$ cat src/rtl/mips_debug_dump_sequencer.sv
// rtl/mips_debug_dump_sequencer.sv - walks GPR/PC/latch/memory debug selects and queues replies in a FWFT FIFO
// Optional MIPS_DUMP_HEADER_EN: push a tag word {8'hA5,2'b00,select,idx} ahead of each item's data.
module mips_debug_dump_sequencer #(
   parameter int NB_DATA      = 32,
   parameter int NB_SEL       = 6,
   parameter int NB_MEM_ADDR  = 16,
   parameter int NB_GPR       = 32,
   parameter int NB_MEM_WORDS = 16,
   parameter int MAX_WORDS    = 3,
   parameter int FIFO_DEPTH   = 8
) (
   input  logic                           i_clock,
   input  logic                           i_reset,
   input  logic                           i_start,
   input  logic                           i_abort,
   output logic [NB_SEL-1:0]              o_request_select,
   output logic [NB_MEM_ADDR-1:0]         o_mem_addr,
   input  logic [NB_DATA-1:0]             i_data_from_mips,
   input  logic                           i_eod,
   output logic [NB_DATA-1:0]             o_fifo_data,
   output logic                           o_fifo_valid,
   input  logic                           i_fifo_ready,
   output logic [$clog2(FIFO_DEPTH):0]    o_fifo_count,
   output logic                           o_busy,
   output logic                           o_done,
   output logic                           o_overrun
);

   localparam int AW = $clog2(FIFO_DEPTH);
   localparam int CW = AW + 1;
   localparam int WW = $clog2(MAX_WORDS + 1);
   localparam int N_ITEMS = NB_GPR + 9 + NB_MEM_WORDS;
`ifdef MIPS_DUMP_HEADER_EN
   localparam int SPACE = MAX_WORDS + 1;
`else
   localparam int SPACE = MAX_WORDS;
`endif

   localparam logic [2:0] S_IDLE  = 3'd0;
   localparam logic [2:0] S_WAIT  = 3'd1;
   localparam logic [2:0] S_REQ   = 3'd2;
   localparam logic [2:0] S_CAP   = 3'd3;
   localparam logic [2:0] S_NEXT  = 3'd4;
   localparam logic [2:0] S_DONE  = 3'd5;

   localparam logic [NB_SEL-1:0] SEL_NONE   = '1;
   localparam logic [NB_SEL-1:0] SEL_MEM    = NB_SEL'(6'b100000);
   localparam logic [NB_SEL-1:0] SEL_PC     = NB_SEL'(6'b100010);
   localparam logic [NB_SEL-1:0] SEL_LATCH0 = NB_SEL'(6'b100100);

   localparam logic [15:0] IDX_PC     = 16'(NB_GPR);
   localparam logic [15:0] IDX_LATCH0 = 16'(NB_GPR + 1);
   localparam logic [15:0] IDX_LATCHN = 16'(NB_GPR + 8);
   localparam logic [15:0] IDX_MEM0   = 16'(NB_GPR + 9);
   localparam logic [15:0] IDX_LAST   = 16'(N_ITEMS - 1);
   localparam logic [WW-1:0] WC_MAX   = WW'(MAX_WORDS);
   localparam logic [CW-1:0] C_DEPTH  = CW'(FIFO_DEPTH);
   localparam logic [CW-1:0] C_SPACE  = CW'(SPACE);

   logic [2:0]             r_state;
   logic [15:0]            r_idx;
   logic [WW-1:0]          r_word_cnt;
   logic                   r_overrun;
   logic [NB_MEM_ADDR-1:0] r_mem_addr;

   logic [NB_DATA-1:0]     r_mem [FIFO_DEPTH];
   logic [AW-1:0]          r_wr_ptr;
   logic [AW-1:0]          r_rd_ptr;
   logic [CW-1:0]          r_count;

   logic [NB_SEL-1:0]      w_item_sel;
   logic                   w_is_mem;
   logic [NB_MEM_ADDR-1:0] w_mem_k;
   logic                   w_space_ok;
   logic                   w_push;
   logic                   w_pop;
   logic [NB_DATA-1:0]     w_push_data;

   // Item index -> select/address decode, in dump order
   always_comb begin
      w_is_mem = 1'b0;
      w_mem_k  = '0;
      if (r_idx < IDX_PC) begin
         w_item_sel = NB_SEL'({1'b0, r_idx[4:0]});
      end else if (r_idx == IDX_PC) begin
         w_item_sel = SEL_PC;
      end else if (r_idx <= IDX_LATCHN) begin
         w_item_sel = SEL_LATCH0 + NB_SEL'(r_idx - IDX_LATCH0);
      end else begin
         w_item_sel = SEL_MEM;
         w_is_mem   = 1'b1;
         w_mem_k    = NB_MEM_ADDR'(r_idx - IDX_MEM0);
      end
   end

   assign w_space_ok = (C_DEPTH - r_count) >= C_SPACE;
   assign w_pop      = (r_count != '0) && i_fifo_ready;

   always_comb begin
      w_push      = 1'b0;
      w_push_data = i_data_from_mips;
`ifdef MIPS_DUMP_HEADER_EN
      if (r_state == S_REQ) begin
         w_push      = 1'b1;
         w_push_data = NB_DATA'({8'hA5, 2'b00, w_item_sel, r_idx});
      end
`endif
      // A word arriving after MAX_WORDS without eod is the overrun marker, not data
      if (r_state == S_CAP && !i_eod && r_word_cnt != WC_MAX)
         w_push = 1'b1;
      if (i_abort)
         w_push = 1'b0;
   end

   always_ff @(posedge i_clock) begin
      if (i_reset) begin
         r_state    <= S_IDLE;
         r_idx      <= '0;
         r_word_cnt <= '0;
         r_overrun  <= 1'b0;
         r_mem_addr <= '0;
      end else if (i_abort) begin
         r_state    <= S_IDLE;
         r_word_cnt <= '0;
      end else begin
         case (r_state)
            S_IDLE, S_DONE: begin
               if (i_start) begin
                  r_state   <= S_WAIT;
                  r_idx     <= '0;
                  r_overrun <= 1'b0;
               end else begin
                  r_state <= S_IDLE;
               end
            end
            S_WAIT: begin
               if (w_space_ok) begin
                  r_state    <= S_REQ;
                  r_word_cnt <= '0;
                  if (w_is_mem)
                     r_mem_addr <= w_mem_k;
               end
            end
            S_REQ: r_state <= S_CAP;
            S_CAP: begin
               if (i_eod) begin
                  r_state <= S_NEXT;
               end else if (r_word_cnt == WC_MAX) begin
                  r_overrun <= 1'b1;
                  r_state   <= S_NEXT;
               end else begin
                  r_word_cnt <= r_word_cnt + 1'b1;
               end
            end
            S_NEXT: begin
               if (r_idx == IDX_LAST) begin
                  r_state <= S_DONE;
               end else begin
                  r_idx   <= r_idx + 16'd1;
                  r_state <= S_WAIT;
               end
            end
            default: r_state <= S_IDLE;
         endcase
      end
   end

   always_ff @(posedge i_clock) begin
      if (w_push)
         r_mem[r_wr_ptr] <= w_push_data;
   end

   always_ff @(posedge i_clock) begin
      if (i_reset || i_abort) begin
         r_wr_ptr <= '0;
         r_rd_ptr <= '0;
         r_count  <= '0;
      end else begin
         if (w_push)
            r_wr_ptr <= r_wr_ptr + 1'b1;
         if (w_pop)
            r_rd_ptr <= r_rd_ptr + 1'b1;
         case ({w_push, w_pop})
            2'b10:   r_count <= r_count + 1'b1;
            2'b01:   r_count <= r_count - 1'b1;
            default: r_count <= r_count;
         endcase
      end
   end

   assign o_request_select = (r_state == S_REQ) ? w_item_sel : SEL_NONE;
   assign o_mem_addr       = r_mem_addr;
   assign o_fifo_data      = r_mem[r_rd_ptr];
   assign o_fifo_valid     = (r_count != '0);
   assign o_fifo_count     = r_count;
   assign o_busy           = (r_state == S_WAIT) || (r_state == S_REQ) ||
                             (r_state == S_CAP)  || (r_state == S_NEXT);
   assign o_done           = (r_state == S_DONE);
   assign o_overrun        = r_overrun;

endmodule
$ cat config.mk
export PLATFORM = sky130hd
export DESIGN_NAME = mips_debug_dump_sequencer
export DESIGN_NICKNAME = d
export VERILOG_FILES = /design/src/rtl/mips_debug_dump_sequencer.sv
export SDC_FILE = /design/constraint.sdc
export NUM_CORES = 1
export LEC_CHECK = 0
export ABC_AREA = 1
export CAP_MARGIN = 0
export CORE_MARGIN = 4
export CORE_UTILIZATION = 40
export CTS_BUF_LIST = sky130_fd_sc_hd__clkbuf_8
export DETAILED_ROUTE_END_ITERATION = 12
export HOLD_SLACK_MARGIN = 0.08
export PLACE_DENSITY = 0.62
export SLEW_MARGIN = 20
export SYNTH_ARGS = -nofsm -noshare
export SYNTH_HDL_FRONTEND = slang
export SYNTH_SLANG_ARGS = --single-unit
export TNS_END_PERCENT = 5
$ cat constraint.sdc
create_clock -name i_clock -period 4.45 [get_ports i_clock]
set_clock_uncertainty 0.1 [all_clocks]
set_input_delay 1.1125 -clock i_clock [delete_from_list [all_inputs] [get_ports i_clock]]
set_output_delay 1.1125 -clock i_clock [all_outputs]
set_load 0.02 [all_outputs]
==> qor.txt <==
CELLS AND AREA
----------------------------------------------------------------------------------------
Fillers                                                                             2910
Share of final-layout standard cells stronger than drive strength 1                8.54%
Layout Cells excl Fill                                                              1817
Final design instance area without fill                                      0.0156 mm^2
Nets@finish                                                                         1388
Area growth from synthesis to layout                                               19.3%
Antenna Cells                                                                          0

PLACE
----------------------------------------------------------------------------------------
DP Area                                                                      0.0146 mm^2
Number of placed instances with taps included                                       1723
HPWL reported at the end of detailed placement                                  17600 um
Number of input and output port buffers inserted                                      99
Final weighted congestion in routability-driven placement                          0.894

MIN PATH
----------------------------------------------------------------------------------------
Hold crit path type                                                         register to register

SYNTH
----------------------------------------------------------------------------------------
Syn Nets                                                                            1286
Share of synthesized area occupied by flip-flops and latches                       66.5%
Area share of the largest cell type after synthesis                                58.7%
Netlist Area Pre-Place                                                       0.0131 mm^2
Count of different cell masters after synthesis                                       35
FF+latch count, synth                                                                307
Cell taking the most area after synthesis                                       edfxtp_1
Synth warnings                                                                         0
Most area-consuming cells after synthesis                                   edfxtp_1, nor2_1, dfxtp_1
Avg Synthesized Cell Area                                                      10.6 um^2
Cells after Synth                                                                   1239

WORST SETUP PATH
----------------------------------------------------------------------------------------
Top fanout value on the critical path                                                 72
Type of destination of the critical path                                    primary output
Buf+Inv Stages, Crit Path                                                              2
Data arrival time of the critical path                                           2.96 ns
Maximum cell stage delay along the critical path                                 0.83 ns
Cell type with the highest occurrence count on the critical path                 nand2_1
Critical-path cell with the highest stage delay                                  dfxtp_4
Req. time, crit path                                                             3.24 ns
CP delay by family, top                                                     buffers and inverters
Path type of the worst setup path                                           register to primary output
Critical Path, Cell by Cell                                                 buf_12 > nor2_1 > o32ai_1 > nand2_1 > nand2_1 > clkdlybuf4s50_1
Worst Setup Start Kind                                                          register

CTS
----------------------------------------------------------------------------------------
Cell at the root of the clock tree                                              clkbuf_8
Clock transition at the registers of the reported paths                          0.06 ns
Number of sinks handled by clock tree synthesis                                      307
Cells resized by post-CTS repair                                                       0
Clock tree from TritonCTS                                                            yes
H-tree level count                                                                     2
CTS hold repair buffers                                                                0
Later-pin clock latency in the skew report                                       0.55 ns
Number of buffers inserted during clock tree synthesis                                51
Deepest clock path buffer count                                                        3
Buffers inserted by post-CTS timing repair                                             0

TIMING
----------------------------------------------------------------------------------------
Final total negative setup slack                                                    0 ns
Achievable clock frequency                                                       240 MHz
Total count of max-transition violations in the final report                           0
Unrepaired setup endpoints after global routing                                    false
Final count of negative-setup-slack endpoints                                          0
Portion of the clock cycle consumed by the worst path in the final layout          93.8%
Number of hold violations in the final report                                          0
Final worst path period need                                                     4.17 ns
Transition at the pin with the smallest max-transition slack                    0.829 ns
Max-slew headroom                                                                  44.7%
Hold WS                                                                         0.378 ns

POWER AND IR DROP
----------------------------------------------------------------------------------------
Total power per unit cell area                                               361 mW/mm^2
Max IR drop VDD                                                                   178 uV
Leakage power                                                                    5.65 nW
PnR Total Power                                                                  5.64 mW

DETAILED ROUTING
----------------------------------------------------------------------------------------
Mean routed wirelength per cell                                                  16.7 um
DRT Pass-1 Iters                                                                       5
Post-route DRC                                                                         0
Total length of routed wires                                                    30300 um
Count of nets left with antenna violations after detail routing                        0
Detail-routed via count per cell                                                    5.09
Initial detailed-routing violation count                                             662
Via count                                                                           9245

GLOBAL ROUTING
----------------------------------------------------------------------------------------
Global-route wire length before repair                                          48900 um
Maximum number of pins on one net before global-route repair                          84
Overall overflow remaining after global route                                          0
Number of antenna violations at the first check in global routing                      2
Vias in the first global route                                                      9134
GRT Resource Usage Total                                                           16.8%

DIE
----------------------------------------------------------------------------------------
Die W                                                                             189 um
Site row count                                                                        65
Height of the chip                                                                189 um
Starting density of the core                                                       41.0%
Die ar.                                                                      0.0357 mm^2
Core Area                                                                    0.0320 mm^2
Number of primary I/O pins                                                           100

OUTCOME
----------------------------------------------------------------------------------------
Result of the run                                                           finished clean

FLOW RUN
----------------------------------------------------------------------------------------
Number of max-cap violations                                                           0

[layout make-up]
type | instances | area [um^2] | area share [%]
repair buffers | 115 | 1210 | 7.75
flip-flops and latches | 307 | 8720 | 55.8
clock buffers | 58 | 798 | 5.11
clock inverters | 36 | 208 | 1.33
inverters | 63 | 241 | 1.55
multi-input cells | 803 | 3900 | 25.0
well taps | 435 | 544 | 3.48
[power by group]
group / switching, mW / internal, mW / leakage [nW] / total, mW
registers: 0.00399 / 3.11 / 2.71 / 3.12
logic: 0.0774 / 0.0498 / 2.36 / 0.127
clock network: 1.09 / 1.31 / 0.573 / 2.40
[logic make-up after synthesis]
kind of cell / count (synthesis) / share of synthesized area, %
AND/OR/NAND/NOR: 587 / 18.3
adder cells (fa/ha/maj): 9 / 0.860
XOR/XNOR: 13 / 0.869
AO/OA/AOI/OAI: 194 / 9.35
buffers and inverters: 129 / 4.11
flip-flops: 307 / 66.5
[routing by layer]
layer | up-vias | part of all wire (%) | global-route usage [%]
met4 | 4 | 1.7 | 4.18
met5 | - | 0.073 | 0
met3 | 46 | 5.2 | 3.36
met1 | 4443 | 46 | 23.0
li1 | 4536 | - | -
met2 | 216 | 47 | 27.8
[worst paths after layout]
path | start | end | slack (ns) | cells past startpoint
worst min register to register | r_rd_ptr[0] | r_rd_ptr[0] | 0.38 | 1
worst min-delay path | r_rd_ptr[0] | r_rd_ptr[0] | 0.38 | 1
worst max register to register | r_state[0] | r_mem[2][9] | 1.91 | 10
worst max-delay path | register | o_fifo_data[27] | 0.28 | 6
[through the flow]
step,worst slack (ns),utilization [%]
finish,0.278,48.9
global route,0.0153,48.9
CTS,0.189,48.9
detailed placement,0.803,45.7
global placement,0.833,45.7
floorplan,0.205,-
[layout by cell type (no fill, tap or decap), drive strengths merged, types with 10 or more instances in the layout]
cell type | Yosys | final
clkdlybuf4s50 | 0 | 99
a21oi | 29 | 29
edfxtp | 256 | 256
nand4 | 10 | 10
nand3 | 41 | 41
nor2 | 298 | 298
clkinv | 0 | 14
xor2 | 11 | 11
nor3 | 10 | 10
buf | 31 | 16
o32ai | 64 | 64
clkbuf | 35 | 58
o21ai | 97 | 97
inv | 63 | 81
dfxtp | 51 | 51
nand2 | 226 | 226
[state kept, by name, summed over array words and instances, names as in the netlist, named ones only]
| register | cells |
|---|---|
| o_fifo_count | 4 |
| r_rd_ptr | 3 |
| r_mem | 256 |
| r_word_cnt | 2 |
| r_state | 3 |
| r_wr_ptr | 3 |
| o_overrun | 1 |
| r_idx | 16 |
| o_mem_addr | 16 |
[synth_stat cells]
cell type and n:
clkbuf_1 35, nand2_1 220, buf_1 6, buf_6 2, edfxtp_1 256, nor2_4 6, nand3_2 1, or2_4 1
a21oi_1 28, inv_2 5, inv_1 57, buf_4 3, nand2_2 3, a31oi_1 1, a41oi_1 1, nand4_1 10
inv_4 1, o32ai_1 64, buf_2 20, o211ai_1 1, ha_1 9, nor3_2 2, dfxtp_1 51, a211oi_1 1
nor2_1 289, nand3_1 40, nor3_1 8, o21ai_1 9, nor2_2 3, a21oi_2 1, xor2_1 11, o21ai_0 88
nand2_4 3, xnor2_1 2, nor4_1 1
[worst reg2reg max path: stages (launching register included)]
cell and delay (ns):
dfxtp_1 0.42, inv_2 0.07, nor2_4 0.11, nand2_4 0.08
nor2_4 0.14, nand2_4 0.09, nor2_4 0.13, inv_2 0.08
or2_4 0.30, nor3_4 0.12, buf_4 0.50
No activity file was read; power rests on OpenSTA's default activity.
